`src/rtl/risc_toy_fetch.sv`:
```
// RISC_TOY instruction-fetch stage: PC, I-mem request, 2-entry skid buffer and IF/ID register.
// Redirects from EX flush everything in flight and refetch from the target.
module risc_toy_fetch #(
    parameter logic [29:0] RESET_ADDR = 30'h0000_0000
) (
    input  logic        CLK,
    input  logic        RST,
    output logic        IREQ,
    output logic [29:0] IADDR,
    input  logic [31:0] INSTR,
    input  logic        STALL,
    input  logic        REDIR,
    input  logic [29:0] REDIR_ADDR,
    output logic        FI_VALID,
    output logic [31:0] FI_INSTR,
    output logic [29:0] FI_IADDR,
    output logic [29:0] FI_NPC
);

    logic [29:0]       pc_q, pc_d;
    logic              inf_q, inf_d;
    logic [29:0]       inf_addr_q, inf_addr_d;
    logic [1:0][31:0]  buf_instr_q, buf_instr_d;
    logic [1:0][29:0]  buf_addr_q, buf_addr_d;
    logic [1:0]        cnt_q, cnt_d;
    logic              fi_valid_q, fi_valid_d;
    logic [31:0]       fi_instr_q, fi_instr_d;
    logic [29:0]       fi_iaddr_q, fi_iaddr_d;
    logic [29:0]       fi_npc_q, fi_npc_d;

    logic [2:0]        occupancy;
    logic              issue;
    logic              fi_free;

    // Slots already claimed: buffered entries plus the response still on its way.
    assign occupancy = {1'b0, cnt_q} + {2'b00, inf_q};
    assign issue     = !RST && !REDIR && (occupancy < 3'd2);
    assign fi_free   = !fi_valid_q || !STALL;

    assign IREQ     = issue;
    assign IADDR    = pc_q;
    assign FI_VALID = fi_valid_q;
    assign FI_INSTR = fi_instr_q;
    assign FI_IADDR = fi_iaddr_q;
    assign FI_NPC   = fi_npc_q;

    always_comb begin
        pc_d        = issue ? pc_q + 30'd1 : pc_q;
        inf_d       = issue;
        inf_addr_d  = issue ? pc_q : inf_addr_q;
        buf_instr_d = buf_instr_q;
        buf_addr_d  = buf_addr_q;
        cnt_d       = cnt_q;
        fi_valid_d  = fi_valid_q;
        fi_instr_d  = fi_instr_q;
        fi_iaddr_d  = fi_iaddr_q;
        fi_npc_d    = fi_npc_q;

        if (REDIR) begin
            pc_d       = REDIR_ADDR;
            inf_d      = 1'b0;
            cnt_d      = 2'd0;
            fi_valid_d = 1'b0;
            fi_instr_d = 32'h0;
        end else if (fi_free) begin
            if (cnt_q != 2'd0) begin
                fi_valid_d     = 1'b1;
                fi_instr_d     = buf_instr_q[0];
                fi_iaddr_d     = buf_addr_q[0];
                fi_npc_d       = buf_addr_q[0] + 30'd1;
                buf_instr_d[0] = buf_instr_q[1];
                buf_addr_d[0]  = buf_addr_q[1];
                // A response arriving during a pop queues behind whatever remains.
                if (inf_q) begin
                    if (cnt_q == 2'd1) begin
                        buf_instr_d[0] = INSTR;
                        buf_addr_d[0]  = inf_addr_q;
                    end else begin
                        buf_instr_d[1] = INSTR;
                        buf_addr_d[1]  = inf_addr_q;
                    end
                end else begin
                    cnt_d = cnt_q - 2'd1;
                end
            end else if (inf_q) begin
                fi_valid_d = 1'b1;
                fi_instr_d = INSTR;
                fi_iaddr_d = inf_addr_q;
                fi_npc_d   = inf_addr_q + 30'd1;
            end else begin
                fi_valid_d = 1'b0;
                fi_instr_d = 32'h0;
            end
        end else if (inf_q) begin
            if (cnt_q == 2'd0) begin
                buf_instr_d[0] = INSTR;
                buf_addr_d[0]  = inf_addr_q;
            end else begin
                buf_instr_d[1] = INSTR;
                buf_addr_d[1]  = inf_addr_q;
            end
            cnt_d = cnt_q + 2'd1;
        end
    end

    always_ff @(posedge CLK or posedge RST) begin
        if (RST) begin
            pc_q        <= RESET_ADDR;
            inf_q       <= 1'b0;
            inf_addr_q  <= 30'h0;
            buf_instr_q <= '0;
            buf_addr_q  <= '0;
            cnt_q       <= 2'd0;
            fi_valid_q  <= 1'b0;
            fi_instr_q  <= 32'h0;
            fi_iaddr_q  <= 30'h0;
            fi_npc_q    <= 30'h0;
        end else begin
            pc_q        <= pc_d;
            inf_q       <= inf_d;
            inf_addr_q  <= inf_addr_d;
            buf_instr_q <= buf_instr_d;
            buf_addr_q  <= buf_addr_d;
            cnt_q       <= cnt_d;
            fi_valid_q  <= fi_valid_d;
            fi_instr_q  <= fi_instr_d;
            fi_iaddr_q  <= fi_iaddr_d;
            fi_npc_q    <= fi_npc_d;
        end
    end

endmodule

```
`config.mk`:
```
export PLATFORM = sky130hd
export DESIGN_NAME = risc_toy_fetch
export DESIGN_NICKNAME = d
export VERILOG_FILES = /design/src/rtl/risc_toy_fetch.sv
export SDC_FILE = /design/constraint.sdc
export NUM_CORES = 1
export LEC_CHECK = 0
export BUFFER_PORTS_ARGS = -buffer_cell sky130_fd_sc_hd__buf_2
export CAP_MARGIN = 20
export CORE_ASPECT_RATIO = 0.75
export CORE_MARGIN = 2
export CORE_UTILIZATION = 46
export CTS_BUF_LIST = sky130_fd_sc_hd__clkbuf_8
export DETAILED_ROUTE_END_ITERATION = 6
export GPL_ROUTABILITY_DRIVEN = 0
export PLACE_DENSITY = 0.76
export SYNTH_ARGS = -nofsm -noshare
export SYNTH_HDL_FRONTEND = slang
export SYNTH_SLANG_ARGS = --single-unit
```
`constraint.sdc`:
```
create_clock -name CLK -period 10.1 [get_ports CLK]
set_input_delay 1.01 -clock CLK [delete_from_list [all_inputs] [get_ports CLK]]
set_output_delay 1.01 -clock CLK [all_outputs]
set_load 0.02 [all_outputs]
```
==> results of run 1 <==
==> synthesized netlist by cell type (17+ instances only) <==
master | instances | area share (%)
nor2_1 | 122 | 3.5
nand2_1 | 232 | 6.6
a221oi_1 | 34 | 2.3
xnor2_1 | 20 | 1.3
clkbuf_1 | 62 | 1.8
mux2i_1 | 93 | 7.1
buf_2 | 20 | 0.76
mux2_2 | 38 | 3.3
o21ai_0 | 48 | 1.8
dfrtp_1 | 280 | 53
xor2_1 | 25 | 1.7
o21ai_1 | 17 | 0.65
a21oi_1 | 69 | 2.6
nand3_1 | 102 | 3.9
nor3_1 | 39 | 1.5
nand4_1 | 21 | 1.0
==> final timing paths <==
| check | startpoint | to | slack (ns) | depth (start not counted) |
|---|---|---|---|---|
| min in group asynchronous | RST | IADDR[28] | 0.68 | 2 |
| max reg2reg | cnt_q[0] | FI_NPC[28] | 6.32 | 10 |
| min reg2reg | buf_instr_q[63] | buf_instr_q[63] | 0.46 | 2 |
| max | cnt_q[0] | FI_NPC[28] | 6.32 | 10 |
| min | buf_instr_q[63] | buf_instr_q[63] | 0.46 | 2 |
| max in group asynchronous | RST | buf_instr_q[8] | 7.97 | 3 |
==> layer usage <==
| layer | part of all wire (%) | global-route usage, % |
|---|---|---|
| met5 | 0.031 | 0 |
| met4 | 1.4 | 5.336 |
| met3 | 8.2 | 4.906 |
| met2 | 40 | 31.19 |
| met1 | 50 | 38.96 |
==> layout by cell type, fill, tap and decap left out, types with 3 or more instances in the layout <==
| master | synthesis | layout |
|---|---|---|
| ha_1 | 4 | 3 |
| buf_4 | 1 | 19 |
| mux2_2 | 38 | 38 |
| and2_1 | 5 | 4 |
| and3_1 | 7 | 6 |
| nor3_1 | 39 | 39 |
| nand3b_1 | 11 | 11 |
| a221oi_1 | 34 | 34 |
| nor4_1 | 4 | 3 |
| a22oi_1 | 9 | 9 |
| o21ai_1 | 17 | 17 |
| or4_1 | 3 | 3 |
| xnor2_1 | 20 | 20 |
| nand4b_1 | 4 | 4 |
| mux2i_1 | 93 | 93 |
| xor2_1 | 25 | 25 |
| nor2_1 | 122 | 121 |
| and4_1 | 3 | 3 |
| a21o_1 | 11 | 11 |
| o21ai_0 | 48 | 48 |
| a21oi_1 | 69 | 68 |
| inv_1 | 7 | 17 |
| clkinv_2 | 0 | 6 |
| nand3_1 | 102 | 101 |
| a211oi_1 | 4 | 4 |
| buf_2 | 20 | 188 |
| dfrtp_1 | 280 | 280 |
| clkbuf_8 | 0 | 56 |
| nand2_1 | 232 | 232 |
| nand4_1 | 21 | 21 |
==> through the flow <==
step	util (%)	cell area [um^2]
floorplan	-	13100
global route	54.44	15230
CTS	54.34	15210
detailed placement	51.19	14330
global placement	51.19	14330
finish	54.44	15240
==> cell type report <==
| type | count | area share (%) |
|---|---|---|
| flip-flops and latches | 280 | 45.99 |
| diodes | 1 | 0.01642 |
| clock inverters | 19 | 0.7227 |
| repair buffers | 208 | 7.292 |
| multi-input cells | 956 | 37.51 |
| well taps | 385 | 3.162 |
| inverters | 8 | 0.2464 |
| clock buffers | 56 | 5.059 |
==> logic make-up after synthesis <==
family | Yosys count | share of synthesized area [%]
flops | 280 | 53.49
compound gates | 209 | 9.962
mux | 131 | 10.37
buf+inv | 100 | 3.200
xor+xnor | 45 | 3.009
simple gates | 567 | 19.59
fa+ha+maj | 4 | 0.3821
==> registers in the layout, indices dropped and copies added, names as in the netlist <==
| name | cells |
|---|---|
| inf_addr_q | 30 |
| buf_addr_q | 60 |
| FI_IADDR | 30 |
| FI_NPC | 30 |
| inf_q | 1 |
| FI_INSTR | 32 |
| cnt_q | 2 |
| buf_instr_q | 64 |
| FI_VALID | 1 |
| IADDR | 30 |
==> power by group <==
part	internal, mW	total (mW)	switching (mW)
clock network	0.523	0.963	0.440
registers	1.55	1.95	0.394
logic	0.666	1.77	1.11
==> worst max-delay path: stages, from the launching register on <==
cell     delay, ns
dfrtp_1       0.41
inv_1         0.10
ha_2          0.62
buf_4         0.59
mux2_2        0.28
ha_1          0.22
nand4_1       0.16
a22oi_2       0.37
nand4_2       0.27
or4_1         0.56
nand3_1       0.09
==> impl_metrics.csv, run 1 <==
group,metric,value,unit
yosys,ys_warn_count,0,
critical_path,cp.required,10.56,ns
routing,vias,10600,
timing,fin_tns_setup,0,ns
floorplan,start_util,46.81,%
cells_and_area,areaGrowthSynthToFinish,16.30,%
floorplan,io_pins,190,
power,p_per_area,307.2,nW/um^2
timing,hold_viol_final,0,
power,p_leak,7.707,nW
clocking,hold_buffers,0,
power,power.total,4.680,mW
routing,postRouteAntennaNets,0,
critical_path,crit_path_end_kind,"flip-flop",
critical_path,worstPathArrival,4.24,ns
routing,drc,0,
clocking,worst_skew_pair.late_latency,0.56,ns
placed_design,dp_cells,1836,
timing,tightestPinTransition,1.187,ns
cells_and_area,finalNetCount,1569,
routing,via_per_inst,5.541,
yosys,synth_seq_cells,280,
timing,fin_crit_sh,37.43,%
placed_design,port_buffers,189,
yosys,synth_fp_nets,1406,
routing,drt-pass1-iter-count,5,
timing,grt_setup_unrepaired,"no",
clocking,cts-root-buf,"clkbuf_8",
clocking,clk_pin_slew,0.06,ns
critical_path,worst_setup_path_start_kind,"flip-flop",
clocking,cts_resized,0,
global_route,grt_pass1_wl,55550,um
clocking,clock_path_buffers,3,
floorplan,num_rows,53,
cells_and_area,instances_no_fill,1913,
yosys,yosysSeqAreaShare,53.49,%
cells_and_area,fillerInstances,2509,
placed_design,dpl.hpwl,23260,um
status,status,"finished, final reports clean",
floorplan,dieArea,29860,um^2
clocking,cts_tree,"yes",
clocking,cts_sinks,280,
global_route,grt_start_max_net_pins,128,
yosys,synth_ff_type,"dfrtp_1",
routing,wirelength,35170,um
floorplan,die_w,198.9,um
cells_and_area,ff_latch_area,7007,um^2
clocking,numCtsBuffers,45,
cells_and_area,drive_gt1_share,21.48,%
global_route,antenna_found_initial,1,
yosys,async_reset_ff_share,100.0,%
power,ir_drop,180.0,uV
placed_design,place_ws,6.415,ns
yosys,syn_area,13100,um^2
critical_path,crit_type,"flip-flop to flip-flop",
clocking,cts-htree-levels,2,
cells_and_area,multi_input_area,5715,um^2
hold_path,hp-class,"flip-flop to flip-flop",
job,max-cap-violations,0,
timing,maxSlewViolCount,0,
routing,drt_iter0_drc,914,
global_route,grt_pass1_vias,9905,
floorplan,core,27980,um^2
yosys,avgSynthCellArea,9.805,um^2
timing,period_minus_slack,3.781,ns
timing,fin_ws,6.319,ns
timing,finClkSkew,0.03650,ns
routing,wire_per_inst,18.38,um
clocking,post_cts_buffers,0,
critical_path,path_max_fanout,48,
timing,fmax,264.5,MHz
floorplan,dieHeight,150.1,um
timing,holdWs,0.4638,ns
timing,setup-violations-final,0,
yosys,synthCells,1336,
yosys,synth_enable_flop_cells,0,
timing,max_slew_margin,20.88,%
yosys,ys_types,54,
global_route,overflow,0,
global_route,grtUsageTotal,23.67,%
No activity file was read; power rests on OpenSTA's default activity.
==> run 2: changes to the inputs <==
ABC_AREA = 1   (was not set)
PLACE_DENSITY = 0.79   (was 0.76)
clock period = 3.3 ns   (was 10.1 ns; I/O delays follow)
==> impl_metrics.csv, run 2 <==
group,metric,value,unit
status,status,"finished, final reports clean",
yosys,syn_area,13660,um^2
power,p_per_area,921.7,nW/um^2
yosys,avgSynthCellArea,8.051,um^2
critical_path,worst_setup_path_start_kind,"flip-flop",
job,max-cap-violations,0,
clocking,post_cts_buffers,0,
clocking,cts-root-buf,"clkbuf_8",
yosys,async_reset_ff_share,100.0,%
timing,fin_tns_setup,0,ns
hold_path,whs_path_depth,3,
timing,hold_viol_final,0,
routing,drt-pass1-iter-count,5,
yosys,ys_types,43,
cells_and_area,final_cell_mix,"472 x nand2_1, 280 x dfrtp_1, 226 x o21ai_0, 189 x buf_2, 166 x nand3_1",
critical_path,worstPathArrival,3.12,ns
timing,maxSlewViolCount,0,
yosys,synth_fa_ha_area_share,0.3663,%
cells_and_area,regMostFlops,"buf_instr_q",
yosys,synth_enable_flop_cells,0,
cells_and_area,largest_reg_flops,64,
global_route,grt_pass1_vias,11420,
floorplan,io_pins,190,
clocking,clk_pin_slew,0.06,ns
yosys,synth_top_family_by_area,"simple AND/OR/NAND/NOR gates",
critical_path,cp.required,3.75,ns
global_route,antenna_found_initial,3,
critical_path,path_max_fanout,39,
yosys,yosysTopAreaCell,"dfrtp_1",
yosys,yosysSeqAreaShare,51.28,%
placed_design,place_area,14860,um^2
critical_path,r2r_slack,0.63,ns
yosys,synthTopCellsByCount,"472 x nand2_1, 280 x dfrtp_1, 227 x o21ai_0",
timing,fin_ws,0.6314,ns
global_route,grt_start_max_net_pins,181,
timing,fmax,374.7,MHz
cells_and_area,instances_no_fill,2294,
hold_path,hp-class,"input pin to flip-flop",
yosys,synth_most_common_cell,"nand2_1",
routing,drt_iter0_drc,1089,
global_route,grt_pass1_wl,59970,um
clocking,cts-htree-levels,2,
floorplan,die_w,203.0,um
floorplan,core,29120,um^2
floorplan,dieArea,31110,um^2
floorplan,num_rows,54,
critical_path,reg2reg_to,"FI_NPC[18]",
floorplan,start_util,46.92,%
cells_and_area,final_area,15930,um^2
floorplan,dieHeight,153.3,um
clocking,cts_tree,"yes",
critical_path,cp_cell_sequence,"inv_1 > ha_2 > inv_2 > nand2_1 > nand2_1 > ha_1 > nand3_1 > inv_1 > nand2_4 > nor2_4 > inv_1 > o21bai_2 > nand3_1",
clocking,worst_skew_pair.late_latency,0.58,ns
yosys,netlist.area_leader.share,51.28,%
routing,wire_per_inst,16.18,um
critical_path,r2r_start,"cnt_q[0]",
timing,max_slew_margin,33.66,%
yosys,yosys-top-cells-area,"dfrtp_1 51%, nand2_1 13%, o21ai_0 8.3%",
yosys,muxShareOfSynthArea,0.08242,%
critical_path,crit_path_end_kind,"flip-flop",
critical_path,crit_top_cell,"inv_1",
cells_and_area,fillerInstances,2693,
critical_path,crit_type,"flip-flop to flip-flop",
placed_design,place_ws,0.6306,ns
hold_path,hold_path_end,"IADDR[13]",
placed_design,dpl.hpwl,24970,um
timing,tightestPinTransition,0.9950,ns
routing,wirelength,37130,um
yosys,synth_compound_area_share,13.94,%
hold_path,min_from,"REDIR_ADDR[13]",
timing,finClkSkew,0.03825,ns
critical_path,slowest_delay,0.55,ns
routing,drc,0,
routing,vias,12400,
cells_and_area,areaGrowthSynthToFinish,16.56,%
timing,period_minus_slack,2.669,ns
clocking,numCtsBuffers,45,
cells_and_area,finalNetCount,1939,
cells_and_area,final_common_cell,"nand2_1",
critical_path,reg2reg_depth,13,
yosys,synth_seq_cells,280,
cells_and_area,drive_gt1_share,18.59,%
routing,via_per_inst,5.406,
yosys,synth-xor-area-share,0.5128,%
critical_path,slowest_stage,"inv_2",
global_route,overflow,0,
placed_design,port_buffers,189,
global_route,grtUsageTotal,23.70,%
yosys,synth_ff_type,"dfrtp_1",
yosys,synth_fp_nets,1767,
timing,setup-violations-final,0,
placed_design,dp_cells,2201,
routing,postRouteAntennaNets,0,
clocking,clock_path_buffers,3,
power,p_leak,8.032,nW
yosys,synthCells,1697,
yosys,synth_simple_gate_area_share,26.64,%
power,ir_drop,363.5,uV
clocking,cts_sinks,280,
yosys,ys_warn_count,0,
timing,grt_setup_unrepaired,"no",
power,power.total,14.68,mW
timing,fin_crit_sh,80.87,%
## run 2: layer usage
| metal | track usage [%] | part of all wire (%) |
|---|---|---|
| met4 | 6.013 | 1.8 |
| met3 | 5.011 | 9.9 |
| met1 | 37.22 | 48 |
| met5 | 0 | 0 |
| met2 | 32.89 | 41 |
## run 2: worst max-delay path: cells and delay by family, from the launching register on
family | cells | cell delay, ns
flops | 1 | 0.37
fa+ha+maj | 2 | 0.48
compound gates | 1 | 0.10
simple gates | 6 | 0.70
buf+inv | 4 | 0.88
## run 2: power breakdown
part           internal [mW]  switching, mW  total [mW]
logic                   1.81           4.06        5.87
clock network           1.68           1.38        3.06
registers               4.80          0.956        5.76
## run 2: kinds of logic after synthesis
group           count (synthesis)
compound gates                340
xor+xnor                        8
fa+ha+maj                       4
buf+inv                       227
flops                         280
mux                             1
simple gates                  837
## run 2: worst max-delay path by stage
stage	from	end	slack [ns]
6_report	cnt_q[0]	FI_NPC[18]	0.63
5_1_grt	cnt_q[0]	FI_NPC[20]	0.34
4_1_cts	cnt_q[0]	FI_NPC[18]	0.63
3_5_place_dp	cnt_q[0]	FI_NPC[20]	0.63
3_3_place_gp	cnt_q[0]	FI_NPC[20]	0.73
2_1_floorplan	RST	IADDR[20]	-2.53
## run 2: area by class of cell
class	count	area [um^2]	area share (%)
diodes	3	7.507	0.04714
clock buffers	63	867.1	5.445
clock inverters	14	60.06	0.3771
inverters	130	491.7	3.088
multi-input cells	1190	5738	36.03
flip-flops and latches	280	7007	44.00
well taps	392	490.5	3.080
repair buffers	222	1264	7.935
## run 2: timing repair
| action | in CTS | in global routing |
|---|---|---|
| hold buffers | 13 | 0 |
| hold endpoints to repair | 56 | 0 |
| setup endpoints to repair | 0 | 0 |
| resized for setup | 0 | 0 |
## run 2: per-stage QoR
stage | hold slack, ns | utilization (%)
after floorplan | 0.4469 | -
after global placement | 0.4522 | 51.03
after detailed placement | 0.4594 | 51.03
after CTS | 0.0002339 | 54.66
after global routing | 0.02298 | 54.68
final | 0.03629 | 54.69
==> run 3: changes to the inputs <==
clock period = 2.35 ns   (was 3.3 ns; I/O delays follow)
==> impl_metrics.csv, run 3 (same netlist as run 2, synthesis figures left out) <==
group,metric,value,unit
timing,period_minus_slack,2.212,ns
critical_path,r2r_start,"cnt_q[0]",
critical_path,reg2reg_depth,12,
timing,hold_viol_final,52,
hold_path,hp-class,"input pin to asynchronous set/reset pin",
timing,tightestPinTransition,1.139,ns
floorplan,start_util,46.92,%
global_route,overflow,0,
critical_path,r2r_slack,0.20,ns
cells_and_area,instances_no_fill,2356,
cells_and_area,final_common_cell,"nand2_1",
job,max-cap-violations,0,
clocking,post_cts_buffers,0,
clocking,numCtsBuffers,45,
timing,fin_crit_sh,94.13,%
critical_path,path_max_fanout,19,
placed_design,place_area,15040,um^2
clocking,cts-htree-levels,2,
global_route,grtUsageTotal,25.00,%
routing,wire_per_inst,16.44,um
clocking,worst_skew_pair.late_latency,0.59,ns
critical_path,worst_setup_path_start_kind,"flip-flop",
cells_and_area,regMostFlops,"buf_instr_q",
routing,vias,12760,
placed_design,port_buffers,189,
critical_path,worstPathArrival,1.98,ns
routing,postRouteAntennaNets,0,
placed_design,dp_cells,2215,
global_route,grt_pass1_wl,63300,um
routing,drt-pass1-iter-count,5,
timing,max_slew_margin,24.05,%
routing,wirelength,38740,um
cells_and_area,largest_reg_flops,64,
placed_design,dpl.hpwl,25820,um
routing,drt_iter0_drc,1320,
clocking,cts_tree,"yes",
floorplan,dieArea,31110,um^2
floorplan,io_pins,190,
critical_path,crit_path_end_kind,"output port",
status,violations,"negative hold slack",
critical_path,cp.required,2.12,ns
cells_and_area,fillerInstances,2625,
cells_and_area,drive_gt1_share,18.39,%
global_route,grt_start_max_net_pins,189,
timing,maxSlewViolCount,0,
clocking,cts-root-buf,"clkbuf_8",
timing,fmax,452.1,MHz
cells_and_area,multi_input_area,5746,um^2
timing,holdWs,-0.07626,ns
timing,setup-violations-final,0,
global_route,grt_pass1_vias,12030,
power,ir_drop,579.4,uV
clocking,clock_path_buffers,3,
cells_and_area,finalNetCount,2003,
timing,finClkSkew,0.03934,ns
status,status,"finished with violations",
cells_and_area,final_area,16550,um^2
routing,drc,0,
cells_and_area,areaGrowthSynthToFinish,21.15,%
timing,grt_setup_unrepaired,"no",
floorplan,core,29120,um^2
floorplan,die_w,203.0,um
global_route,antenna_found_initial,1,
cells_and_area,ff_latch_area,7007,um^2
power,p_leak,8.328,nW
cells_and_area,final_cell_mix,"469 x nand2_1, 280 x dfrtp_1, 226 x o21ai_0, 189 x buf_2, 166 x nand3_1",
critical_path,reg2reg_to,"FI_NPC[27]",
clocking,clk_pin_slew,0.06,ns
routing,via_per_inst,5.418,
power,p_per_area,1251,nW/um^2
clocking,cts_sinks,280,
critical_path,crit_type,"flip-flop to output port",
floorplan,dieHeight,153.3,um
floorplan,num_rows,54,
==> run 3: cell types whose count changed in the layout (fill, tap and decap cells not counted), moves of 3 or more <==
cell | before | now
clkbuf_8 | 63 | 55
buf_12 | 3 | 10
nand2_1 | 472 | 469
dlygate4sd3_1 | 13 | 63
buf_4 | 17 | 21
buf_6 | 0 | 3
nand2_2 | 28 | 31
inv_1 | 133 | 142
==> run 3: where the power goes <==
group	leakage [nW]	internal, mW	switching [mW]
Combinational	4.28	2.80	5.77
Clock	0.505	2.09	1.92
Sequential	3.54	6.74	1.38
Total	8.33	11.6	9.07
==> run 3: final cells by class <==
cell class	instances	area share (%)
flip-flops and latches	280	42.33
inverters	130	2.986
diodes	1	0.01512
well taps	392	2.963
repair buffers	286	11.89
multi-input cells	1190	34.71
clock inverters	22	0.5367
clock buffers	55	4.573
==> run 3: what timing repair did <==
action / in CTS / in global routing
resized for setup: 0 / 9
endpoints found under the hold margin: 77 / 0
hold buffers: 63 / 0
setup endpoints to repair: 0 / 28
==> run 3: how the worst max path moves through the flow <==
stage | startpoint | endpoint | slack [ns]
detailed placement | cnt_q[0] | FI_NPC[20] | 0.11
global route | cnt_q[0] | FI_NPC[27] | 0.01
floorplan | RST | inf_addr_q[21] | -3.36
CTS | inf_q | IREQ | 0.07
finish | inf_q | IREQ | 0.14
global placement | FI_VALID | buf_instr_q[57] | 0.23
==> run 3: per-stage QoR <==
stage	power, mW	setup TNS [ns]	setup slack, ns	utilization (%)
after floorplan	13.71	-650.08	-3.360	-
after global placement	16.17	0	0.2272	51.58
after detailed placement	16.49	0	0.1143	51.65
after CTS	20.66	0	0.07021	56.72
after global routing	22.25	0	0.009943	56.84
final	20.71	0	0.1380	56.84
==> run 3: layer usage <==
| layer | track usage [%] | vias to the layer above | share of wire, % | wire [um] |
|---|---|---|---|---|
| li1 | - | 6021 | - | - |
| met1 | 39.17 | 6043 | 47 | 18130 |
| met4 | 6.326 | 0 | 1.6 | 633 |
| met5 | 0 | - | 0 | 0 |
| met2 | 35.05 | 633 | 42 | 16230 |
| met3 | 5.011 | 67 | 9.7 | 3745 |
==> run 3: critical path: stages, from the launching register on <==
cell     delay (ns)
dfrtp_1        0.46
nand2_1        0.10
nand3_1        0.22
nor2_4         0.21
buf_6          0.22
buf_2          0.20
